--- src/rtl/alu_arbiter.sv ---
// Two-port request/response arbiter in front of one shared ALU32Bit.
// Define ALU_ARB_RR_EN for round-robin; default build is fixed priority (port 0).
module alu_arbiter #(
  parameter int WIDTH = 32,
  parameter int OPW   = 4
) (
  input  logic             Clk,
  input  logic             Reset,
  input  logic             ReqValid0,
  output logic             ReqReady0,
  input  logic [OPW-1:0]   ReqOp0,
  input  logic [WIDTH-1:0] ReqA0,
  input  logic [WIDTH-1:0] ReqB0,
  input  logic             ReqValid1,
  output logic             ReqReady1,
  input  logic [OPW-1:0]   ReqOp1,
  input  logic [WIDTH-1:0] ReqA1,
  input  logic [WIDTH-1:0] ReqB1,
  output logic             RespValid0,
  input  logic             RespReady0,
  output logic [WIDTH-1:0] RespResult0,
  output logic             RespZero0,
  output logic             RespValid1,
  input  logic             RespReady1,
  output logic [WIDTH-1:0] RespResult1,
  output logic             RespZero1,
  output logic [OPW-1:0]   ALUControl,
  output logic [WIDTH-1:0] A,
  output logic [WIDTH-1:0] B,
  input  logic [WIDTH-1:0] ALUResult,
  input  logic             Zero
);

  logic elig0, elig1;
  logic gnt0, gnt1;

  // A buffer being drained this cycle can be refilled in the same cycle.
  assign elig0 = !Reset && ReqValid0 && (!RespValid0 || RespReady0);
  assign elig1 = !Reset && ReqValid1 && (!RespValid1 || RespReady1);

`ifdef ALU_ARB_RR_EN
  logic prio;

  assign gnt0 = elig0 && (!elig1 || !prio);
  assign gnt1 = elig1 && (!elig0 || prio);

  always_ff @(posedge Clk) begin
    if (Reset) begin
      prio <= 1'b0;
    end else if (gnt0) begin
      prio <= 1'b1;
    end else if (gnt1) begin
      prio <= 1'b0;
    end
  end
`else
  assign gnt0 = elig0;
  assign gnt1 = elig1 && !elig0;
`endif

  assign ReqReady0 = gnt0;
  assign ReqReady1 = gnt1;

  always_comb begin
    ALUControl = '0;
    A          = '0;
    B          = '0;
    unique case (1'b1)
      gnt0: begin
        ALUControl = ReqOp0;
        A          = ReqA0;
        B          = ReqB0;
      end
      gnt1: begin
        ALUControl = ReqOp1;
        A          = ReqA1;
        B          = ReqB1;
      end
      default: ;
    endcase
  end

  always_ff @(posedge Clk) begin
    if (Reset) begin
      RespValid0  <= 1'b0;
      RespResult0 <= '0;
      RespZero0   <= 1'b0;
    end else if (gnt0) begin
      RespValid0  <= 1'b1;
      RespResult0 <= ALUResult;
      RespZero0   <= Zero;
    end else if (RespValid0 && RespReady0) begin
      RespValid0  <= 1'b0;
    end
  end

  always_ff @(posedge Clk) begin
    if (Reset) begin
      RespValid1  <= 1'b0;
      RespResult1 <= '0;
      RespZero1   <= 1'b0;
    end else if (gnt1) begin
      RespValid1  <= 1'b1;
      RespResult1 <= ALUResult;
      RespZero1   <= Zero;
    end else if (RespValid1 && RespReady1) begin
      RespValid1  <= 1'b0;
    end
  end

endmodule

--- config.mk ---
export PLATFORM = sky130hd
export DESIGN_NAME = alu_arbiter
export DESIGN_NICKNAME = d
export VERILOG_FILES = /design/src/rtl/alu_arbiter.sv
export SDC_FILE = /design/constraint.sdc
export NUM_CORES = 1
export LEC_CHECK = 0
export CAP_MARGIN = 40
export CORE_AREA = 2 2 122 124
export CTS_CLUSTER_DIAMETER = 60
export DETAILED_ROUTE_END_ITERATION = 12
export DIE_AREA = 0 0 124 126
export DONT_BUFFER_PORTS = 1
export HOLD_SLACK_MARGIN = 0.15
export PLACE_DENSITY = 0.44
export SLEW_MARGIN = 20
export SYNTH_ARGS = -nofsm -noshare
export SYNTH_HDL_FRONTEND = slang
export SYNTH_SLANG_ARGS = --single-unit
--- constraint.sdc ---
create_clock -name Clk -period 1.7 [get_ports Clk]
set_clock_uncertainty 0.15 [all_clocks]
set_input_delay 0.17 -clock Clk [delete_from_list [all_inputs] [get_ports Clk]]
set_output_delay 0.17 -clock Clk [all_outputs]
set_load 0.05 [all_outputs]
-- Word level (Yosys, flattened, before mapping)
Index checks and enable logic that the tools add are counted.
- multiplexer cells: 7
- reduce and logical (&&, ||, !) cells: 15
- operators with widths (kind ; number):
    $pmux 32 s2 ; 2
    $pmux 4 s2 ; 1
    $logic_and 1x1->1 ; 7
    $logic_not 1->1 ; 4
    $mux 1 ; 4
    $reduce_bool 2->1 ; 2
    $logic_or 1x1->1 ; 2
- bits of input ports: 175
- flip-flop bits (word level): 68

-- Depth between registers and ports, before layout
Gate-level depths: netlist of run 1.
- word-level depth: 6
- depth in mapped cells: 6
- gate-level depth less buffers: 4

-- Least setup slack after synthesis of run 1
OpenSTA, ideal clock, no wires.
- path type: reg2out
- start: reg RespValid0
- end: out ALUControl[0]
- slack: -646 ps
- cell stages (with the launch flop): 6
- data required time: 1380 ps
- buffers on the path: 1
- arrival time: 2026 ps
- cells stage by stage: dfxtp_1 nor2b_2 o2111ai_4 inv_2 buf_2 a22o_1
- word-level cells in the longest chain between the ends: 6
- RTL lines (what ; line ; source):
    from (decl) ; 19 ; output logic RespValid0,
    from (signal assigned) ; 85 ; RespValid0 <= 1'b0;
    from (signal assigned) ; 89 ; RespValid0 <= 1'b1;
    from (signal assigned) ; 93 ; RespValid0 <= 1'b0;
    $logic_not 1->1 ; 38 ; assign elig0 = !Reset && ReqValid0 && (!RespValid0 || RespReady0);
    $logic_or 1x1->1 ; 38 ;
    $logic_and 1x1->1 ; 38 ;
    $logic_not 1->1 ; 58 ; assign gnt1 = elig1 && !elig0;
    $logic_and 1x1->1 ; 58 ;
    via ReqReady1 ; 15 ; output logic ReqReady1,
    $pmux 4 s2 ; 68 ; unique case (1'b1)
    to (decl) ; 27 ; output logic [OPW-1:0] ALUControl,
The timed path passes the listed nets, and every way through them passes these cells.

-- Worst setup path after layout of run 1
- start: reg RespValid0
- end: out A[25]
- word-level cells in the longest chain between the ends: 6
- RTL lines (what ; line ; source):
    $logic_not 1->1 * ; 38 ;
    $logic_or 1x1->1 * ; 38 ;
    $logic_and 1x1->1 * ; 38 ;
    $logic_not 1->1 ; 58 ;
    $logic_and 1x1->1 ; 58 ;
    $pmux 32 s2 * ; 68 ;
    to (decl) ; 28 ; output logic [WIDTH-1:0] A,
Every way passes the cells marked *; elsewhere a longest branch is shown, timed or not.

==> results of run 1 <==
-- sequential cells by signal (all words and copies together), names as in the netlist --
register / cells
RespZero0: 1
RespResult1: 32
RespValid1: 1
RespValid0: 1
RespResult0: 32
RespZero1: 1
-- repair_timing --
item | 4_1_cts | 5_1_grt
hold buffers | 39 | 0
setup buffers | 5 | 1
resized for setup | 28 | 14
pin swaps | 5 | 6
setup endpoints to repair | 92 | 115
endpoints found under the hold margin | 68 | 0
cloned | 1 | 4
-- cells by family after synthesis --
logic type,Yosys count,synth area share (%)
and+or+nand+nor,71,10.77
AOI/OAI and AO/OA,70,19.27
DFF,68,41.85
muxes,66,21.46
buffers and inverters,48,6.654
-- per-layer routing --
metal / part of all wire [%] / vias to the layer above / track usage [%]
met2: 52 / 168 / 33.00
met5: 0 / - / 0
met4: 1.7 / 0 / 5.354
li1: - / 1317 / -
met3: 8.9 / 17 / 6.114
met1: 37 / 1391 / 19.70
-- stage by stage --
| stage | cell area, sq um | setup WS, ns | total power (uW) | hold WS [ns] |
|---|---|---|---|---|
| after floorplan | 3637 | -0.09488 | 3041 | 0.1394 |
| after global placement | 4313 | -0.1053 | 3299 | 0.08957 |
| after detailed placement | 4313 | -0.1015 | 3311 | 0.09338 |
| after CTS | 5211 | -0.4261 | 5145 | 0.1485 |
| after global routing | 5386 | -0.4259 | 5338 | 0.1599 |
| final | 5386 | -0.3627 | 5136 | 0.1600 |
-- where the power goes --
part | internal, uW | total (uW) | switching, uW
Clock | 1010 | 1660 | 645
Sequential | 1710 | 2070 | 358
Combinational | 576 | 1410 | 835
Total | 3300 | 5140 | 1840
-- how the worst max path moves through the flow --
| stage | endpoint | from | cells past startpoint | slack, ns |
|---|---|---|---|---|
| 3_3_place_gp | RespResult0[0] | RespValid0 | 5 | -0.11 |
| 3_5_place_dp | RespResult0[2] | RespValid0 | 5 | -0.10 |
| 2_1_floorplan | B[21] | RespValid0 | 6 | -0.09 |
| 6_report | A[25] | RespValid0 | 6 | -0.36 |
| 4_1_cts | A[12] | RespValid0 | 6 | -0.43 |
| 5_1_grt | B[11] | RespValid0 | 6 | -0.43 |
-- layout make-up --
type / instances / area (sq um) / area share, %
Clock buffer: 12 / 246.5 / 4.576
Clock inverter: 3 / 15.01 / 0.2787
Inverter: 21 / 81.33 / 1.510
Multi-Input combinational cell: 207 / 2205 / 40.93
Sequential cell: 68 / 1366 / 25.37
Tap cell: 184 / 230.2 / 4.274
Timing Repair Buffer: 102 / 1242 / 23.07
-- cells in the mapped netlist --
| cell | instances | area share [%] |
|---|---|---|
| nor2_1 | 2 | 0.23 |
| nor2b_1 | 30 | 5.8 |
| nand2_1 | 36 | 4.2 |
| dfxtp_1 | 68 | 42 |
| inv_2 | 2 | 0.23 |
| buf_4 | 4 | 0.92 |
| nor2b_2 | 1 | 0.27 |
| o2111ai_4 | 1 | 0.81 |
| mux2_2 | 30 | 10 |
| nor3_1 | 1 | 0.15 |
| buf_2 | 17 | 2.6 |
| a21oi_1 | 1 | 0.15 |
| nand2b_1 | 1 | 0.19 |
| clkbuf_1 | 6 | 0.69 |
| a22o_1 | 68 | 18 |
| mux2i_1 | 36 | 11 |
| inv_1 | 19 | 2.2 |
-- worst max-delay path, delay by kind of cell (launching register included) --
family / cells / cell delay, ns
buffers and inverters: 3 / 0.42
and+or+nand+nor: 1 / 0.14
AOI/OAI and AO/OA: 2 / 0.50
DFF: 1 / 0.34
==> metrics, run 1 <==
run status finished with violations; failing checks setup timing; Slew @ Worst Pin 0.5394 ns; Hold Path Class in -> reg; commonest cells after routing, fill and taps aside dfxtp_1, a22o_4, dlygate4sd3_1, nand2_1, mux2i_1; Synth Net Count 498; TritonCTS clock tree done; RSZ-0062 raised after global routing yes; hold_sp Reset; Area growth syn-to-layout 65.58%; Die Width 124 microns; CP arrival 1.74 ns; Reg2Reg Setup Slack -0.06 ns; first drt pass iteration count 6; Seq/Total Area, Yosys 41.85%; nets 584; layout cell share with drive strength beyond 1 44.31%; Starting Density 22.73%; period utilization 121.3%; fillers 1397; CTS Buffer Depth 2; Hold Fails Final Rpt 0; min Tclk post-route 2.063 ns; Power Density 953.5 nW/um^2; GP Congestion 0.9771; Worst-path clk slew 0.05 ns; antenna viol nets, final 0; Critical Path RT 1.38 ns; clock sinks 68; grt ovf 0; DP Cell Count 532; Post-Route WL 15.18 mm; DR vias/cell 4.846; All-Layer GR Usage 18.16%; worst-path cell chain nor2b_4, o2111ai_4, inv_4, buf_12, clkbuf_16, a22o_4; # IOs 313; row cnt 44; crit path kind reg -> out; Synth Instances 323; total CTS buffers 9; worst ir drop on vdd 0.5228 mV; final core utilization 37.63%; Yosys cell types 17; Port-buffer cells 0; Root Driver clkbuf_16; FF-to-FF path depth 7; initial antenna violation count 0; Slew Viols, Final 0; WL/cell 25.42 microns; Reg-to-Reg End RespResult0[11]; normalized max-slew margin 63.99%; FMAX 484.8 MHz; worst skew pair latency 0.32 ns; Startpoint Class register; vias in the first global route 2989; RR Startpoint RespValid0; DRT iter0 DRCs 77; leakage 0.002469 uW; final setup margin -0.3627 ns; Worst Hold Path Cells 4; Post-Syn Area 3253 sq um; DRC viols 0; via count 2893; Final setup viols 72; Die ar. 15620 sq um; commonest non-fill, non-tap cell in the layout dfxtp_1; Synth Warn # 0; Fin Setup TNS -22.26 ns; Worst Path Max Fanout 14; first-pass GRT wire length 20.16 mm; max incr delay on CP 0.34 ns; Setup crit end kind primary output; H-tree levels 3; Die H 126 microns; ANT cells 0; Cell Count, Final, Fillers Out 597; syn avg cell area 10.07 sq um; largest net degree at the start of global routing 37; dpl hpwl 11.79 mm; core box area 14310 sq um; worst hold path endpoint RespResult0[30]; Slowest-stage cell, CP dfxtp_4; number of synthesized register bits 68; Max-Cap Viols 0
Power figures use the tool's default switching activity.
==> inputs of run 2 (changes only) <==
--- a/config.mk
+++ b/config.mk
@@ -12,7 +12,7 @@
 export DIE_AREA = 0 0 124 126
 export DONT_BUFFER_PORTS = 1
 export HOLD_SLACK_MARGIN = 0.15
-export PLACE_DENSITY = 0.44
+export PLACE_DENSITY = 0.48
 export SLEW_MARGIN = 20
 export SYNTH_ARGS = -nofsm -noshare
 export SYNTH_HDL_FRONTEND = slang
==> metrics, run 2 (synthesized netlist as in run 1, its figures left out) <==
Worst Path Max Fanout 13; Hold Fails Final Rpt 0; core box area 14310 sq um; WL/cell 24.36 microns; DP Area 4315 sq um; vias in the first global route 2992; Reg2Reg Setup Slack -0.04 ns; via count 2854; nets 578; post-place setup slack -0.06378 ns; CP arrival 1.73 ns; layout cell share with drive strength beyond 1 43.49%; DR vias/cell 4.829; normalized max-slew margin 63.46%; GP Congestion 0.8179; Post-Route WL 14.40 mm; period utilization 120.8%; max incr delay on CP 0.33 ns; initial antenna violation count 0; DRC viols 0; antenna viol nets, final 0; largest net degree at the start of global routing 37; FMAX 486.9 MHz; Port-buffer cells 0; dpl hpwl 11.21 mm; total CTS buffers 9; Critical Path RT 1.38 ns; Worst-path clk slew 0.05 ns; worst ir drop on vdd 0.4619 mV; fillers 1412; Setup crit end kind primary output; clock sinks 68; CTS Buffer Depth 2; leakage 0.002434 uW; Hold Path Class in -> reg; first drt pass iteration count 4; row cnt 44; Fin Setup TNS -21.81 ns; All-Layer GR Usage 17.03%; Die H 126 microns; Slowest-stage cell, CP dfxtp_4; Slew @ Worst Pin 0.5473 ns; min Tclk post-route 2.054 ns; Slew Viols, Final 0; failing checks setup timing; Final setup viols 74; Power Density 997.5 nW/um^2; Root Driver clkbuf_16; TritonCTS clock tree done; Startpoint Class register; # IOs 313; run status finished with violations; worst skew pair latency 0.32 ns; Final Instance Area 5296 sq um; grt ovf 0; DRT iter0 DRCs 60; ANT cells 0; Die Width 124 microns; final setup margin -0.3538 ns; Area growth syn-to-layout 62.81%; crit path kind reg -> out; commonest non-fill, non-tap cell in the layout dfxtp_1; Max-Cap Viols 0; H-tree levels 3; RSZ-0062 raised after global routing yes; Die ar. 15620 sq um; Regs by FF count RespResult0 x32, RespResult1 x32; Starting Density 22.73%; commonest cells after routing, fill and taps aside dfxtp_1, a22o_4, dlygate4sd3_1, nand2_1, mux2i_1; first-pass GRT wire length 19.00 mm; worst-path cell chain nor2b_4, o2111ai_4, inv_4, buf_12, clkbuf_16, a22o_4
==> run 2: cell count changes in the layout (fill, tap and decap cells not counted), sizes merged <==
cell and delta:
bufinv +1, buf -5, clkinv -2
==> run 2: final timing paths <==
check                        from              end  cells past startpoint
setup / recovery       RespValid0            A[27]                      6
hold / removal              Reset  RespResult0[26]                      4
setup reg to reg       RespValid0   RespResult0[9]                      6
hold reg to reg   RespResult0[17]  RespResult0[17]                      2
==> run 2: repair_timing <==
action                                  CTS  global route
hold endpoints to repair                 68             0
cloned                                    0             2
endpoints found under the setup margin   72           113
gates resized for setup                  22            14
hold buffers                             38             0
pin swaps                                 3            13
buffers inserted                          2             0
==> run 2: power breakdown <==
group	switching (uW)	internal [uW]
clock	643	1210
combinational	826	546
sequential	352	1710
==> run 2: routing by layer <==
layer	routed length [microns]	track usage, %	vias to the layer above
li1	-	-	1309
met1	5227	17.63	1353
met2	7242	29.70	167
met3	1518	7.292	25
met4	408	7.336	0
met5	0	0	-
==> run 2: critical path, delay by kind of cell (launching register included) <==
family                 cells  cell delay [ns]
AO/OA/AOI/OAI              2             0.50
buffers and inverters      3             0.42
flip-flops                 1             0.33
AND/OR/NAND/NOR            1             0.13
==> run 2: area by class of cell <==
type                       instances  area [sq um]  share of cell area, %
timing repair buffer              96          1110                  20.95
tap                              184         230.2                  4.347
clock buffer                      13         260.3                  4.914
sequential                        68          1366                  25.80
multi-input combinational        207          2213                  41.79
clock inverter                     2         35.03                 0.6615
inverter                          21         81.33                  1.536
==> run 2: through the flow <==
step	cells	util, %	power [uW]	hold slack, ns
after floorplan	323	-	3041	0.1394
after CTS	589	36.01	5313	0.1731
after detailed placement	534	30.15	3302	0.09602
after global routing	591	37.00	5480	0.2165
final	591	37.00	5283	0.1877
after global placement	534	30.15	3287	0.09144
